--- src/rtl/shift_register_sequencer_if.sv ---
// Byte handshake, serial drive and capture signals between a producer/shift register (master) and the sequencer (slave).
// par_out exists only when SHIFT_SEQ_PARITY_EN is defined.
interface shift_register_sequencer_if #(
  parameter int WIDTH = 8
);
  logic [WIDTH-1:0] tx_data;
  logic             tx_valid;
  logic             tx_ready;
  logic             abort;
  logic             ser_out;
  logic             shift_en;
  logic [WIDTH-1:0] sr_q;
  logic [WIDTH-1:0] rx_data;
  logic             done;
  logic             busy;
`ifdef SHIFT_SEQ_PARITY_EN
  logic             par_out;
`endif

  modport slave (
    input  tx_data, tx_valid, abort, sr_q,
    output tx_ready, ser_out, shift_en, rx_data, done, busy
`ifdef SHIFT_SEQ_PARITY_EN
    , output par_out
`endif
  );

  modport master (
    output tx_data, tx_valid, abort, sr_q,
    input  tx_ready, ser_out, shift_en, rx_data, done, busy
`ifdef SHIFT_SEQ_PARITY_EN
    , input par_out
`endif
  );
endinterface

--- src/rtl/shift_register_sequencer.sv ---
// Serialises an accepted byte MSB-first into an external SIPO register, then captures its parallel output; done arrives
// WIDTH+2+GAP_CYCLES cycles after accept (+1 with SHIFT_SEQ_PARITY_EN); tx_ready is high only in IDLE, abort drops the frame.
module shift_register_sequencer #(
  parameter int WIDTH      = 8,
  parameter int GAP_CYCLES = 0
) (
  input logic                       clk,
  input logic                       reset,
  shift_register_sequencer_if.slave bus
);
  localparam int         CW       = $clog2(WIDTH) + 1;
  localparam int         IW       = $clog2(WIDTH);
  localparam logic [3:0] GAP_LAST = 4'((GAP_CYCLES > 0) ? GAP_CYCLES - 1 : 0);

  typedef enum logic [2:0] {
    S_IDLE,
    S_SHIFT,
    S_GAP,
    S_PARITY,
    S_CAPTURE
  } state_t;

`ifdef SHIFT_SEQ_PARITY_EN
  localparam state_t AFTER_GAP = S_PARITY;
`else
  localparam state_t AFTER_GAP = S_CAPTURE;
`endif
  localparam state_t AFTER_SHIFT = (GAP_CYCLES > 0) ? S_GAP : AFTER_GAP;

  state_t           r_state, w_nxt_state;
  logic [CW-1:0]    r_bit_cnt, w_nxt_bit_cnt;
  logic [3:0]       r_gap_cnt, w_nxt_gap_cnt;
  logic [WIDTH-1:0] r_hold;
  logic             w_load;
  logic [IW-1:0]    w_idx;
  logic             r_ser_out, w_nxt_ser_out;
  logic             r_shift_en, w_nxt_shift_en;
  logic [WIDTH-1:0] r_rx_data;
  logic             r_done;
  logic             w_capture;

  always_comb begin
    w_nxt_state   = r_state;
    w_nxt_bit_cnt = r_bit_cnt;
    w_nxt_gap_cnt = r_gap_cnt;
    w_load        = 1'b0;
    case (r_state)
      S_IDLE: begin
        if (bus.tx_valid && !bus.abort) begin
          w_nxt_state   = S_SHIFT;
          w_nxt_bit_cnt = '0;
          w_load        = 1'b1;
        end
      end
      S_SHIFT: begin
        w_nxt_bit_cnt = r_bit_cnt + 1'b1;
        if (r_bit_cnt == CW'(WIDTH - 1)) begin
          w_nxt_state   = AFTER_SHIFT;
          w_nxt_gap_cnt = '0;
        end
      end
      S_GAP: begin
        w_nxt_gap_cnt = r_gap_cnt + 1'b1;
        if (r_gap_cnt == GAP_LAST) w_nxt_state = AFTER_GAP;
      end
      S_PARITY:  w_nxt_state = S_CAPTURE;
      S_CAPTURE: w_nxt_state = S_IDLE;
      default:   w_nxt_state = S_IDLE;
    endcase
    if (r_state != S_IDLE && bus.abort) w_nxt_state = S_IDLE;

    // Serial outputs are registered, so they are derived from the state being entered.
    w_idx          = IW'(WIDTH - 1) - w_nxt_bit_cnt[IW-1:0];
    w_nxt_shift_en = (w_nxt_state == S_SHIFT);
    w_nxt_ser_out  = 1'b0;
    if (w_load)                        w_nxt_ser_out = bus.tx_data[WIDTH-1];
    else if (w_nxt_state == S_SHIFT)   w_nxt_ser_out = r_hold[w_idx];
  end

  assign w_capture = (r_state == S_CAPTURE) && !bus.abort;

  always_ff @(posedge clk or negedge reset) begin
    if (!reset) begin
      r_state    <= S_IDLE;
      r_bit_cnt  <= '0;
      r_gap_cnt  <= '0;
      r_hold     <= '0;
      r_ser_out  <= 1'b0;
      r_shift_en <= 1'b0;
      r_rx_data  <= '0;
      r_done     <= 1'b0;
    end else begin
      r_state    <= w_nxt_state;
      r_bit_cnt  <= w_nxt_bit_cnt;
      r_gap_cnt  <= w_nxt_gap_cnt;
      r_ser_out  <= w_nxt_ser_out;
      r_shift_en <= w_nxt_shift_en;
      r_done     <= w_capture;
      if (w_load)    r_hold    <= bus.tx_data;
      if (w_capture) r_rx_data <= bus.sr_q;
    end
  end

`ifdef SHIFT_SEQ_PARITY_EN
  logic r_par_out;

  always_ff @(posedge clk or negedge reset) begin
    if (!reset) r_par_out <= 1'b0;
    else        r_par_out <= (w_nxt_state == S_PARITY) ? ^r_hold : 1'b0;
  end

  assign bus.par_out = r_par_out;
`endif

  assign bus.tx_ready = (r_state == S_IDLE);
  assign bus.busy     = (r_state != S_IDLE);
  assign bus.ser_out  = r_ser_out;
  assign bus.shift_en = r_shift_en;
  assign bus.rx_data  = r_rx_data;
  assign bus.done     = r_done;
endmodule

--- src/flat_wrapper.sv ---
// flat-port wrapper written by rule: the top's interface ports become plain ports
module shift_register_sequencer_flat 
#(
  parameter int WIDTH      = 8,
  parameter int GAP_CYCLES = 0
)
  (clk, reset, bus_tx_data, bus_tx_valid, bus_abort, bus_sr_q, bus_tx_ready, bus_ser_out, bus_shift_en, bus_rx_data, bus_done, bus_busy);
  shift_register_sequencer_if #(.WIDTH(WIDTH)) bus_i ();
  input logic clk;
  input logic reset;
  input wire logic [$bits(bus_i.tx_data)-1:0] bus_tx_data;
  input wire logic [$bits(bus_i.tx_valid)-1:0] bus_tx_valid;
  input wire logic [$bits(bus_i.abort)-1:0] bus_abort;
  input wire logic [$bits(bus_i.sr_q)-1:0] bus_sr_q;
  output wire logic [$bits(bus_i.tx_ready)-1:0] bus_tx_ready;
  output wire logic [$bits(bus_i.ser_out)-1:0] bus_ser_out;
  output wire logic [$bits(bus_i.shift_en)-1:0] bus_shift_en;
  output wire logic [$bits(bus_i.rx_data)-1:0] bus_rx_data;
  output wire logic [$bits(bus_i.done)-1:0] bus_done;
  output wire logic [$bits(bus_i.busy)-1:0] bus_busy;
  assign bus_i.tx_data = bus_tx_data;
  assign bus_i.tx_valid = bus_tx_valid;
  assign bus_i.abort = bus_abort;
  assign bus_i.sr_q = bus_sr_q;
  assign bus_tx_ready = bus_i.tx_ready;
  assign bus_ser_out = bus_i.ser_out;
  assign bus_shift_en = bus_i.shift_en;
  assign bus_rx_data = bus_i.rx_data;
  assign bus_done = bus_i.done;
  assign bus_busy = bus_i.busy;
  shift_register_sequencer #(.WIDTH(WIDTH), .GAP_CYCLES(GAP_CYCLES)) u_core (.clk(clk), .reset(reset), .bus(bus_i));
endmodule
--- config.mk ---
export PLATFORM = sky130hd
export DESIGN_NAME = shift_register_sequencer_flat
export DESIGN_NICKNAME = d
export VERILOG_FILES = /design/src/rtl/shift_register_sequencer_if.sv /design/src/rtl/shift_register_sequencer.sv /design/src/flat_wrapper.sv
export SDC_FILE = /design/constraint.sdc
export NUM_CORES = 1
export LEC_CHECK = 0
export CAP_MARGIN = 20
export CORE_ASPECT_RATIO = 2
export CORE_UTILIZATION = 50
export CTS_CLUSTER_DIAMETER = 120
export CTS_CLUSTER_SIZE = 8
export DETAILED_ROUTE_END_ITERATION = 10
export PLACE_DENSITY = 0.88
export SLEW_MARGIN = 20
export SYNTH_ARGS = -nofsm -noshare
export SYNTH_HDL_FRONTEND = slang
export SYNTH_SLANG_ARGS = --single-unit
export TNS_END_PERCENT = 1
--- constraint.sdc ---
create_clock -name clk -period 5.2 [get_ports clk]
set_input_delay 1.56 -clock clk [delete_from_list [all_inputs] [get_ports clk]]
set_output_delay 1.56 -clock clk [all_outputs]
set_load 0.005 [all_outputs]
==> results of run 1 <==
-- report_power, final --
| part | switching, uW | internal (uW) |
|---|---|---|
| Combinational | 48.0 | 63.4 |
| Clock | 80.0 | 106 |
| Sequential | 23.9 | 262 |
| Total | 152 | 432 |
-- worst min-delay path: stages, from the launching register on --
cell	delay, ns
dfrtp_1	0.33
nand2_1	0.05
nand2_1	0.06
-- state kept, by name, indices dropped and copies added (netlist names) --
signal / cells
u_core.bus.ser_out: 1
u_core.bus.rx_data: 8
u_core.r_gap_cnt: 4
u_core.r_state: 3
u_core.bus.done: 1
u_core.r_bit_cnt: 4
u_core.bus.shift_en: 1
u_core.r_hold: 8
-- metrics by stage --
stage / std cells / utilization / hold slack, ns
2_1_floorplan: 134 / - / 0.4450
3_3_place_gp: 191 / 0.6493 / 0.4603
3_5_place_dp: 191 / 0.6493 / 0.4663
4_1_cts: 199 / 0.6827 / 0.4813
5_1_grt: 199 / 0.6827 / 0.5066
6_report: 199 / 0.6827 / 0.4761
-- synth_stat cells --
library cell | count | area share
mux2_1 | 8 | 0.063
dfrtp_1 | 30 | 0.52
a21oi_1 | 1 | 0.0035
mux2i_1 | 3 | 0.021
o31ai_1 | 1 | 0.0052
nand4_1 | 1 | 0.0043
inv_1 | 5 | 0.013
o21ai_0 | 5 | 0.017
a21boi_0 | 1 | 0.0052
nor4b_1 | 1 | 0.0061
a21o_1 | 2 | 0.010
and3b_1 | 1 | 0.0061
and4b_1 | 1 | 0.0069
o21ai_1 | 2 | 0.0069
nand2_1 | 27 | 0.070
ha_1 | 3 | 0.026
nor4_2 | 1 | 0.0087
a22o_1 | 5 | 0.030
clkbuf_1 | 2 | 0.0052
nor2_1 | 6 | 0.016
and2_1 | 1 | 0.0043
nand2b_1 | 1 | 0.0043
nor3b_2 | 1 | 0.0087
nor3b_1 | 1 | 0.0052
nor4b_4 | 1 | 0.016
o21bai_1 | 1 | 0.0052
nor2b_1 | 3 | 0.013
nand3_1 | 2 | 0.0069
nand4b_1 | 1 | 0.0061
mux2_2 | 3 | 0.023
or3_1 | 2 | 0.0087
nor3_1 | 4 | 0.014
o21a_1 | 1 | 0.0052
buf_6 | 1 | 0.0078
a211oi_1 | 2 | 0.010
buf_2 | 2 | 0.0069
or4_4 | 1 | 0.0078
-- cell type report --
cell class	instances	area, um2	share of cell area
multi-input combinational	94	643.1	0.3443
inverter	5	18.77	0.01005
clock buffer	7	86.33	0.04622
clock inverter	1	5.005	0.002679
sequential	30	750.7	0.4019
timing repair buffer	33	327.8	0.1755
tap	29	36.28	0.01942
-- cell families (layout without fill, tap and decap cells) --
kind of cell | Yosys count | count (layout) | synth area share
compound gates | 21 | 21 | 0.09982
buf+inv | 10 | 46 | 0.03299
mux | 14 | 14 | 0.1068
simple gates | 56 | 56 | 0.2136
flops | 30 | 30 | 0.5208
fa+ha+maj | 3 | 3 | 0.02604
-- metal layers --
metal,share of wire,routed length (um),track usage
met5,0,0,0
met1,0.37,1055,0.2351
met2,0.57,1631,0.3581
met4,0.028,79,0.1138
met3,0.036,103,0.06857
-- worst max-delay path by stage --
stage               slack [ns]                            to  startpoint
CTS                       1.62  u_core.bus.ser_out$_DFF_PN0_   bus_abort
floorplan                 2.21  u_core.bus.ser_out$_DFF_PN0_   bus_abort
global route              1.46  u_core.bus.ser_out$_DFF_PN0_   bus_abort
finish                    1.59  u_core.bus.ser_out$_DFF_PN0_   bus_abort
global placement          1.39  u_core.bus.ser_out$_DFF_PN0_   bus_abort
detailed placement        1.32  u_core.bus.ser_out$_DFF_PN0_   bus_abort
==> results_dict.tcl, run 1 <==
set metrics [dict create \
    numCtsBuffers 5 \
    tns_ns 0 \
    post-route-period-util 0.6938 \
    pwr_density_cell_mw_per_mm2 312.4 \
    synth_seq_cells 30 \
    crit_arrival_ns 3.84 \
    drive_above_1_share 0.08824 \
    via_count 1117 \
    synthesis.nets 157 \
    htreeDepth 2 \
    worst-path-max-fanout 12 \
    ys_seq_area_frac 0.5208 \
    grt_pass1_vias 1025 \
    startpoint_type "input pin" \
    io_pins 33 \
    cts.sinks 30 \
    finalSetupViolations 0 \
    reg2reg_depth 6 \
    timing.rr.end "u_core.bus.ser_out$_DFF_PN0_" \
    placed_area_mm2 0.001777 \
    drt_iter0_drc 22 \
    grt_max_degree 31 \
    whs_path_depth 2 \
    tightest_slew_ns 0.6286 \
    rsz0062_at_grt "no" \
    ff2ff_setup_slack_ns 2.89 \
    cp-end-kind "flop" \
    cp_num_buf_inv 1 \
    gr-total-overflow 0 \
    hold_end "u_core.r_hold[0]$_DFFE_PN0P_" \
    synth.avg_cell_area_um2 10.76 \
    grt_usage 0.2200 \
    cp.depth 7 \
    slew_violations 0 \
    clk_pin_slew_ns 0.06 \
    hp-class "reg -> reg" \
    die_x_um 39.97 \
    post_drt_via_cell_ratio 5.613 \
    drt-total-wl_mm 2.870 \
    cts_hold_buf 0 \
    tritoncts "built" \
    postCtsResizedCells 0 \
    hp-start "u_core.r_hold[0]$_DFFE_PN0P_" \
    pre_cts_ws_ns 1.317 \
    initial_utilization 0.5267 \
    final_cell_area_mm2 0.001868 \
    mostFrequentLayoutCells "32 x clkdlybuf4s50_1, 30 x dfrtp_1, 27 x nand2_1, 8 x mux2_1" \
    final_nets 192 \
    synthCells 134 \
    syn-cell-area_mm2 0.001441 \
    antenna_found_initial 0 \
    path_cells "clkdlybuf4s50_1, nor4_2, nand2_1, and3b_1, or4_4, o31ai_1, or3_1" \
    post_cts_buffers 0 \
    area_growth_pct 29.60 \
    timing.final.hold_violations 0 \
    power.total_uw 583.6 \
    dp_hpwl_mm 2.155 \
    fin_ws_ns 1.592 \
    grt_pass1_wl_mm 4.623 \
    yosys_warnings 0 \
    port_buffers 32 \
    status "complete, no violations" \
    irDropWorstVdd_mv 0.2256 \
    clock_latency_ns 0.28 \
    r2r-start "u_core.r_state[1]$_DFF_PN0_" \
    period_needed_ns 3.608 \
    worst_path_dominant_cell_family "simple AND/OR/NAND/NOR gates" \
    criticalPathCategory "in -> reg" \
    root_buffer "clkbuf_8" \
    drc 0 \
    coreArea_mm2 0.002736 \
    place_congestion 0.8689 \
    max_freq_mhz 277.2 \
    ys_types 37 \
    max_cap_viol_count 0 \
    layout_commonest_cell "clkdlybuf4s50_1" \
    cts_max_path_buffers 2 \
    num-fill-cells 211 \
    cellLeakagePower_uw 0.0008898 \
    critPathSlowestCell "clkdlybuf4s50_1" \
    critPathRequiredTime_ns 5.43 \
    clock-skew-final_ns 0.005204 \
    wl_per_cell_um 14.42 \
    slew_headroom 0.5791 \
    drt_pass1_iterations 4 \
    n_antenna_cell 0 \
    die_y_um 77.93 \
    cp_slowest_stage_delay_ns 0.60 \
    rows 27 \
    ant_nets 0 \
    die-area_mm2 0.003114 \
]
No activity file was read; power rests on OpenSTA's default activity.
==> run 2: changes to the inputs <==
- CORE_UTILIZATION: 50 -> 44
- PLACE_DENSITY: 0.88 -> 0.82
- clock period: 5.2 -> 3.1 ns (I/O delays scaled with it)
==> run 2 against run 1 <==
Total power is 97% higher; clock-buffer cell count decreased by 1; first-iteration DRC count decreased by 27%; final area up 4.1%; wire length decreased by 1.9%; sequential share of layout area decreased by 1.6 points; critical path depth down 4; critical path type is now reg -> out; highest routed layer unchanged.
==> results_dict.tcl, run 2 (same netlist as run 1, synthesis figures left out) <==
set metrics [dict create \
    grt_usage 0.1895 \
    via_count 1125 \
    area_growth_pct 34.90 \
    ant_nets 0 \
    status "complete, no violations" \
    n_antenna_cell 0 \
    post_cts_buffers 0 \
    path_cells "or3_1, inv_1, clkdlybuf4s50_1" \
    drive_above_1_share 0.1098 \
    grtUsageMet2 0.3203 \
    cts_hold_buf 0 \
    post_drt_via_cell_ratio 5.515 \
    cp-end-kind "output port" \
    max_cap_viol_count 0 \
    grt-busiest-layer "met2" \
    criticalPathCategory "reg -> out" \
    antenna_found_initial 0 \
    place_congestion 0.8459 \
    final_cell_area_mm2 0.001944 \
    die-area_mm2 0.003522 \
    slew_violations 0 \
    use_met3 0.05652 \
    coreArea_mm2 0.003157 \
    clock_latency_ns 0.28 \
    root_buffer "clkbuf_8" \
    dp_hpwl_mm 2.142 \
    post-route-period-util 0.8977 \
    layout_commonest_cell "clkdlybuf4s50_1" \
    cellLeakagePower_uw 0.0009272 \
    mostFrequentLayoutCells "32 x clkdlybuf4s50_1, 30 x dfrtp_1, 27 x nand2_1, 8 x mux2_1" \
    grt_pass1_vias 1141 \
    final_nets 195 \
    htreeDepth 2 \
    pwr_density_cell_mw_per_mm2 592.1 \
    slew_headroom 0.6129 \
    rows 29 \
    cts.sinks 30 \
    worst-path-max-fanout 13 \
    drc 0 \
    timing.final.hold_violations 0 \
    grt_use_met1 0.1905 \
    port_buffers 32 \
    crit_arrival_ns 1.85 \
    cp_num_buf_inv 2 \
    die_x_um 42.47 \
    critPathRequiredTime_ns 2.17 \
    initial_utilization 0.4566 \
    clock-skew-final_ns 0.004818 \
    die_y_um 82.94 \
    drt_pass1_iterations 4 \
    clk_pin_slew_ns 0.06 \
    worst_path_dominant_cell_family "flip-flops" \
    grt_max_degree 31 \
    hp-class "reg -> reg" \
    tritoncts "built" \
    grt_pass1_wl_mm 4.947 \
    rsz0062_at_grt "no" \
    critPathSlowestCell "dfrtp_1" \
    drt-total-wl_mm 2.816 \
    placed_area_mm2 0.001802 \
    gr-total-overflow 0 \
    max_freq_mhz 359.4 \
    finalSetupViolations 0 \
    drt_iter0_drc 16 \
    io_pins 33 \
    period_needed_ns 2.783 \
    irDropWorstVdd_mv 0.5846 \
    tightest_slew_ns 0.5782 \
    tns_ns 0 \
    wl_per_cell_um 13.80 \
    postCtsResizedCells 0 \
    startpoint_type "flop" \
    cp_slowest_stage_delay_ns 0.55 \
    numCtsBuffers 5 \
    cts_max_path_buffers 2 \
]
## run 2: area by class of cell
type / instances / area [um2]
clock inverter: 2 / 60.06
tap: 31 / 38.79
fill: 269 / 1212
clock buffer: 6 / 82.58
inverter: 5 / 18.77
timing repair buffer: 36 / 350.3
sequential: 30 / 750.7
multi-input combinational: 94 / 643.1
## run 2: final timing paths
kind                                              startpoint                       endpoint  slack [ns]  cells past startpoint
worst max-delay path             u_core.r_state[1]$_DFF_PN0_                   bus_tx_ready        0.32                      3
worst min-delay path            u_core.r_hold[3]$_DFFE_PN0P_   u_core.r_hold[3]$_DFFE_PN0P_        0.48                      2
worst max register to register   u_core.r_state[1]$_DFF_PN0_   u_core.bus.ser_out$_DFF_PN0_        0.97                      6
worst min register to register  u_core.r_hold[3]$_DFFE_PN0P_   u_core.r_hold[3]$_DFFE_PN0P_        0.48                      2
max in group asynchronous                              reset  u_core.r_bit_cnt[2]$_DFF_PN0_        1.78                      2
min in group asynchronous                              reset    u_core.r_state[1]$_DFF_PN0_        1.04                      2
## run 2: worst min-delay path, delay by kind of cell (launching register included)
kind	cells	cell delay (ns)
AND/OR/NAND/NOR	2	0.10
flip-flops	1	0.34
## run 2: power by group
part	total [uW]	switching (uW)	leakage (uW)	internal, uW
Clock	486	144	0.0000714	343
Combinational	190	82.1	0.000461	108
Sequential	474	35.0	0.000395	439
## run 2: per-layer routing
metal | vias to the layer above | wire length [um]
li1 | 540 | -
met1 | 546 | 973
met2 | 30 | 1600
met3 | 9 | 133
met4 | 0 | 108
met5 | - | 0
## run 2: through the flow
step,utilization,hold WS (ns),setup slack (ns),instances,power (uW)
6_report,0.6159,0.4760,0.3173,204,1151
5_1_grt,0.6159,0.5028,0.2443,204,1217
4_1_cts,0.6159,0.4792,0.3000,204,1168
3_5_place_dp,0.5707,0.4639,0.1606,196,674.6
3_3_place_gp,0.5707,0.4645,0.2756,196,664.6
2_1_floorplan,-,0.4450,0.7416,134,575.1
